`config.mk`:
```
export PLATFORM = sky130hd
export DESIGN_NAME = imem_loader
export DESIGN_NICKNAME = d
export VERILOG_FILES = /design/src/rtl/imem_loader_pkg.sv /design/src/rtl/imem_checksum.sv /design/src/rtl/imem_loader.sv
export SDC_FILE = /design/constraint.sdc
export NUM_CORES = 1
export LEC_CHECK = 0
export ABC_AREA = 0
export CAP_MARGIN = 10
export CELL_PAD_IN_SITES_DETAIL_PLACEMENT = 0
export CELL_PAD_IN_SITES_GLOBAL_PLACEMENT = 1
export CORE_ASPECT_RATIO = 1.4
export CORE_UTILIZATION = 31
export DETAILED_ROUTE_END_ITERATION = 10
export HOLD_SLACK_MARGIN = 0.02
export MAX_ROUTING_LAYER = met4
export PLACE_DENSITY = 0.72
export SLEW_MARGIN = 20
export SYNTH_ARGS = -nofsm -noshare
export SYNTH_HDL_FRONTEND = slang
export SYNTH_SLANG_ARGS = --single-unit
```
`constraint.sdc`:
```
create_clock -name Clk -period 2.1 [get_ports Clk]
set_input_delay 0.42 -clock Clk [delete_from_list [all_inputs] [get_ports Clk]]
set_output_delay 0.42 -clock Clk [all_outputs]
set_load 0.005 [all_outputs]
```
`src/rtl/imem_loader_pkg.sv`:
```
// Shared definitions for the instruction-memory loader: state encoding and word stride.
package imem_loader_pkg;

  typedef enum logic [2:0] {
    IDLE  = 3'd0,
    LOAD  = 3'd1,
    CHECK = 3'd2,
    DONE  = 3'd3,
    ERROR = 3'd4
  } state_t;

  localparam logic [31:0] WORD_STRIDE = 32'd4;

endpackage

```
`src/rtl/imem_checksum.sv`:
```
// 32-bit wrapping accumulator with synchronous clear and enable; sums program words.
module imem_checksum (
  input  logic        i_clk,
  input  logic        i_rst,
  input  logic        i_clr,
  input  logic        i_en,
  input  logic [31:0] i_data,
  output logic [31:0] o_sum
);

  logic [31:0] r_sum;

  always_ff @(posedge i_clk) begin
    if (i_rst || i_clr) begin
      r_sum <= 32'd0;
    end else if (i_en) begin
      r_sum <= r_sum + i_data;
    end
  end

  assign o_sum = r_sum;

endmodule

```
`src/rtl/imem_loader.sv`:
```
// Streams program words into instruction memory and releases the pipeline when complete.
// Optional trailing checksum word is enabled with IMEM_LOADER_CHECKSUM_EN.
module imem_loader
  import imem_loader_pkg::*;
#(
  parameter int          DEPTH     = 128,
  parameter logic [31:0] BASE_ADDR = 32'h0000_0000
) (
  input  logic                   Clk,
  input  logic                   Rst,
  input  logic                   start,
  input  logic                   in_valid,
  output logic                   in_ready,
  input  logic [31:0]            in_data,
  input  logic                   in_last,
  output logic                   mem_we,
  output logic [31:0]            mem_addr,
  output logic [31:0]            mem_wdata,
  output logic [$clog2(DEPTH):0] word_count,
  output logic                   busy,
  output logic                   run,
  output logic                   err
);

  localparam int            CW       = $clog2(DEPTH) + 1;
  localparam logic [CW-1:0] LAST_IDX = CW'(DEPTH - 1);

  state_t        r_state;
  state_t        w_next;
  logic [31:0]   r_ptr;
  logic [CW-1:0] r_count;
  logic          r_we;
  logic [31:0]   r_addr;
  logic [31:0]   r_wdata;
  logic          r_run;
  logic          r_err;
  logic          w_restart;
  logic          w_load_beat;

`ifdef IMEM_LOADER_CHECKSUM_EN
  logic [31:0] w_sum;

  imem_checksum u_checksum (
    .i_clk  (Clk),
    .i_rst  (Rst),
    .i_clr  (w_restart),
    .i_en   (w_load_beat),
    .i_data (in_data),
    .o_sum  (w_sum)
  );
`endif

  // Handshake decoded from registered state only: no path from in_valid to in_ready.
  assign in_ready = (r_state == LOAD) || (r_state == CHECK);
  assign busy     = in_ready;

  always_comb begin
    w_next      = r_state;
    w_restart   = 1'b0;
    w_load_beat = 1'b0;
    case (r_state)
      IDLE, DONE, ERROR: begin
        if (start) begin
          w_next    = LOAD;
          w_restart = 1'b1;
        end
      end
      LOAD: begin
        if (in_valid) begin
          w_load_beat = 1'b1;
          if (in_last) begin
`ifdef IMEM_LOADER_CHECKSUM_EN
            w_next = CHECK;
`else
            w_next = DONE;
`endif
          end else if (r_count == LAST_IDX) begin
            w_next = ERROR;
          end
        end
      end
`ifdef IMEM_LOADER_CHECKSUM_EN
      CHECK: begin
        if (in_valid) begin
          w_next = (in_data == w_sum) ? DONE : ERROR;
        end
      end
`endif
      default: w_next = IDLE;
    endcase
  end

  always_ff @(posedge Clk) begin
    if (Rst) begin
      r_state <= IDLE;
      r_ptr   <= BASE_ADDR;
      r_count <= '0;
      r_we    <= 1'b0;
      r_addr  <= 32'd0;
      r_wdata <= 32'd0;
      r_run   <= 1'b0;
      r_err   <= 1'b0;
    end else begin
      r_state <= w_next;
      r_we    <= w_load_beat;
      if (w_restart) begin
        r_ptr   <= BASE_ADDR;
        r_count <= '0;
      end else if (w_load_beat) begin
        r_addr  <= r_ptr;
        r_wdata <= in_data;
        r_ptr   <= r_ptr + WORD_STRIDE;
        r_count <= r_count + 1'b1;
      end
      // run lags DONE entry by a cycle so the final write strobe completes first.
      r_run <= (r_state == DONE) && (w_next == DONE);
      r_err <= (w_next == ERROR);
    end
  end

  assign mem_we     = r_we;
  assign mem_addr   = r_addr;
  assign mem_wdata  = r_wdata;
  assign word_count = r_count;
  assign run        = r_run;
  assign err        = r_err;

endmodule
```
# --- Word-level counts from Yosys, hierarchy flattened ---
# Cells that the tools add are included.
op_classes:
  bitwise_logic: 1
  n_mux: 9
  n_div: 0
  multipliers: 0
  add_sub_neg: 2
  shifts: 0
  eq_ne: 7
  magnitude_cmp: 0
  n_reduce_logical: 6
ops:
  columns: ["op", "n"]
  rows:
  - ["$add A32 B3 Y32 const B", 1]
  - ["$mux W3", 4]
  - ["$eq A3 B2 Y1 const B", 3]
  - ["$add A8 B1 Y8 const B", 1]
  - ["$eq A8 B7 Y1 const B", 1]
  - ["$eq A3 B3 Y1 const B", 2]
  - ["$pmux W3 S2", 1]
  - ["$mux W1", 4]
  - ["$eq A3 B1 Y1 const B", 1]
  - ["$logic_not A3 Y1", 1]
  - ["$reduce_or A3 Y1", 1]
  - ["$reduce_and A2 Y1", 1]
  - ["$reduce_or A2 Y1", 1]
  - ["$logic_and A1 B1 Y1", 1]
  - ["$logic_or A1 B1 Y1", 1]
  - ["$not A1 Y1", 1]
word_totals:
  mem_count: 0
  mem_bits_rw: 0
  latchBits: 0
  output_inout_bits: 77
  input_bits: 37
  regBits: 110
  rom_bits: 0

# --- Depth between registers and ports, before layout ---
depth:
  word_depth: 7
  depth_mapped: 7

# --- Worst setup path before layout ---
# No wires, ideal clock.
synth_path:
  kind: "register -> register"
  startpoint: "register r_ptr[2]"
  endpoint: "register r_ptr[24]"
  setup_slack_ns: 0.167
  n_path_buf: 1
  arrival_time_ns: 1.862
  path_stages_with_launch: 7
  required_ns: 2.030
  cell_sequence: "dfxtp_1 > ha_1 > and4_1 > or4b_1 > clkbuf_2 > or4_1 > a21oi_1"
synth_via:
  elab_chain_cells: 1
synth_rtl:
  columns: ["element", "line_no", "source"]
  rows:
  - ["start: declaration", "imem_loader.sv:30", "logic [31:0] r_ptr;"]
  - ["start signal: assignment", "imem_loader.sv:112", "r_ptr <= r_ptr + WORD_STRIDE;"]
  - ["$add A32 B3 Y32", "imem_loader.sv:112", null]
# No other way between the ends.
# A chain may end at the register's enable or synchronous reset.

# --- Final worst setup path ---
layout_path:
  startpoint: "register r_ptr[13]"
  endpoint: "register r_ptr[29]"
# The elaborated chain is that of the path after synthesis.

==> key figures <==
Placed design
  – DP Area: ~5600 µm²
  – # port buffers: approximately 110
  – DPL Wire Length: roughly 7.6 mm
  – Placed insts: 787
  – Final GP Congestion: between 0.8 and 0.9

Worst setup path
  – CP most frequent cell: or4_1
  – Data required, critical path: 2.39 ns
  – Crit end category: flop
  – WS Path Type: flop to flop
  – Critical path's largest stage delay: between 0.6 and 0.7 ns
  – Worst Path Max Fanout: 7
  – Worst r2r src: r_ptr[13]
  – CP startpoint kind: flop
  – Arrival @ worst endpoint: between 2 and 2.5 ns
  – Worst setup path start: r_ptr[13]
  – Crit-path cells: nand4_1 > or4_1 > or4_1 > a21oi_1
  – CP max stage cell: or4_1

STA
  – Slew Viols, Final: 0
  – Max Freq: a little over 500 MHz
  – Final worst path period share: between 90% and 100%
  – Hold Vio Cnt, Final: 0
  – Worst clock skew: between 0.007 and 0.008 ns
  – Final-report setup violation count: 0
  – Worst-Margin Slew: roughly 0.58 ns
  – Relative slew slack: 61.62%
  – RSZ-0062 raised after global routing: no
  – Minimum clock period: 1.988 ns

Yosys
  – Post-synth EDFFs: 0
  – Flops & latches, synth: 106
  – Post-synthesis cell area: 4151 µm²
  – Top cell type's share of synthesized area: around half
  – Dominant cells by area after synthesis: dfxtp_1 51%, nand2_1 12%, a21oi_1 10%, or4_1 2.4%, clkbuf_1 2.3%
  – Yosys warns: 0
  – Largest area contributor in the netlist: dfxtp_1
  – Seq/Total Area, Yosys: approximately 51%
  – Unique cell type count in the Yosys netlist: 39
  – Post-synth ARST share: 0%
  – Avg Inst Size Synth: between 8 and 9 µm²
  – Synth Flop Type: dfxtp_1
  – Cells after Synth: 510

Detailed routing
  – DRC: 0
  – Vias post-DR: 3,866
  – Routed length per instance: ~13 µm
  – Drt total wl: 10.73 mm
  – Vias/cell: between 4 and 5
  – DRT Pass-1 Iters: 4
  – Routed Antenna Nets: 0
  – Initial DRC Count: between 100 and 150

Layout
  – Layout cells sized above 1: approximately 7.2%
  – Ant diodes: 0
  – Layout net count: between 600 and 700
  – Finished Cell Area: 5852 µm²
  – Layout area overhead: 40.96%
  – Final Non-Filler Cells: 801

Min path
  – HP Class: flop to flop
  – Hold Path Origin: mem_wdata[0]

Floorplan
  – Horiz. Die Dim: between 90 and 100 µm
  – Die area: approximately 14,000 µm²
  – FP Rows: 49
  – Starting Density: 32.09%
  – I/O Pins: approximately 110
  – CORE AREA: approximately 13,000 µm²
  – Die height: ~140 µm

GRT
  – Largest net degree at the start of global routing: between 50 and 60
  – Global route overflow: 0
  – Global-route wire length before repair: 17.91 mm
  – Vias in the first global route: around 3,800
  – Total track usage: roughly 16%
  – Antenna violations before repair: 0

Power
  – Overall power: slightly above 4 mW
  – Leak pwr: 1.908 nW
  – Power per cell area: slightly below 700 nW/µm²
  – VDD IR max: 357.9 µV

Clock network
  – Root Buffer: clkbuf_16
  – Reg clk slew, reported paths: 0.07 ns
  – Sink Count: between 100 and 150
  – Clk_lat worst skew: 0.35 ns
  – CTS buffer count: 9
  – Clk buf depth: 2
  – CTS tree: built
  – H-tree Lvls: 3

Status
  – Outcome: complete, no violations

Job
  – Max Cap Violations: 0
## cell type report
type | instances | area (µm²)
Inverter | 7 | 26.28
Tap cell | 178 | 222.7
Fill cell | 1275 | 7084
Clock inverter | 5 | 57.56
Multi-Input combinational cell | 360 | 1863
Sequential cell | 106 | 2122
Timing Repair Buffer | 136 | 1335
Clock buffer | 9 | 225.2
## power breakdown
group	total, mW	leakage (nW)	internal [mW]	switching (mW)
Clock	1.66	0.129	0.909	0.746
Combinational	0.320	0.922	0.167	0.154
Sequential	2.06	0.856	2.04	0.0160
## routing by layer
layer	vias to the layer above	wire [µm]	track usage, %
met2	91	5627	28.20
li1	1943	-	-
met1	1812	4324	17.75
met3	20	518	3.226
met5	-	0	-
met4	0	255	8.514
## layout by cell type, fill, tap and decap left out, drive strengths merged, types with 3 or more instances in the layout
master / synthesis / final
a21oi: 85 / 85
and4: 4 / 4
buf: 12 / 26
clkbuf: 26 / 9
clkdlybuf4s50: 0 / 107
clkinvlp: 0 / 3
dfxtp: 106 / 106
inv: 7 / 7
nand2: 138 / 138
nand3: 10 / 10
nand3b: 3 / 3
nand4: 12 / 12
nor2: 21 / 21
nor3: 3 / 3
nor4: 3 / 3
o21ai: 10 / 10
o31ai: 9 / 9
or3: 9 / 9
or4: 14 / 14
xnor2: 9 / 9
xor2: 9 / 9
## worst max-delay path: cells and delay by family, from the launching register on
kind,cells,cell delay [ns]
simple gates,3,1.35
flops,1,0.43
compound gates,1,0.15
## cells in the mapped netlist (4+ instances only)
cell type	n
or4_1	13
dfxtp_1	106
buf_2	4
nand4_1	12
or3_1	9
o21ai_0	10
nand2_1	138
and4_1	4
inv_1	7
xor2_1	9
clkbuf_1	25
nor2_1	21
o31ai_1	9
xnor2_1	9
nand3_1	10
a21oi_1	85
buf_1	5
## sequential cells by signal (all words and copies together) (netlist names)
register,cells
err,1
mem_addr,30
r_ptr,30
mem_wdata,32
word_count,8
run,1
r_state,3
mem_we,1
## final timing paths
| path | to | slack [ns] | cells past startpoint |
|---|---|---|---|
| worst max-delay path | r_ptr[29] | 0.11 | 4 |
| worst max register to register | r_ptr[29] | 0.11 | 4 |
| worst min register to register | mem_wdata[0] | 0.45 | 2 |
| worst min-delay path | mem_wdata[0] | 0.45 | 2 |
## stage by stage
| step | setup slack [ns] | TNS (ns) | util (%) | hold WS (ns) |
|---|---|---|---|---|
| 2_1_floorplan | 0.1673 | 0 | - | 0.4401 |
| 6_report | 0.1124 | 0 | 45.24 | 0.4538 |
| 4_1_cts | 0.01622 | 0 | 45.20 | 0.4559 |
| 3_5_place_dp | -0.3628 | -6.167 | 43.02 | 0.4457 |
| 5_1_grt | 0.004690 | 0 | 45.24 | 0.4669 |
| 3_3_place_gp | -0.3484 | -5.608 | 43.02 | 0.4416 |
## kinds of logic (layout without fill, tap and decap cells)
| group | after synthesis | after routing | synth area share (%) |
|---|---|---|---|
| fa+ha+maj | 2 | 2 | 0.6027 |
| xor+xnor | 18 | 18 | 3.798 |
| flops | 106 | 106 | 51.12 |
| buf+inv | 45 | 157 | 4.491 |
| compound gates | 106 | 106 | 13.47 |
| mux | 1 | 1 | 0.2411 |
| other cells | 1 | 2 | 0.09033 |
| simple gates | 231 | 231 | 26.19 |
## repair_timing
item	in CTS	in global routing
hold buffers	0	0
resized for setup	1	2
setup buffers	0	0
setup endpoints to repair	4	2
Note: power is estimated with default switching activity, not from simulation.
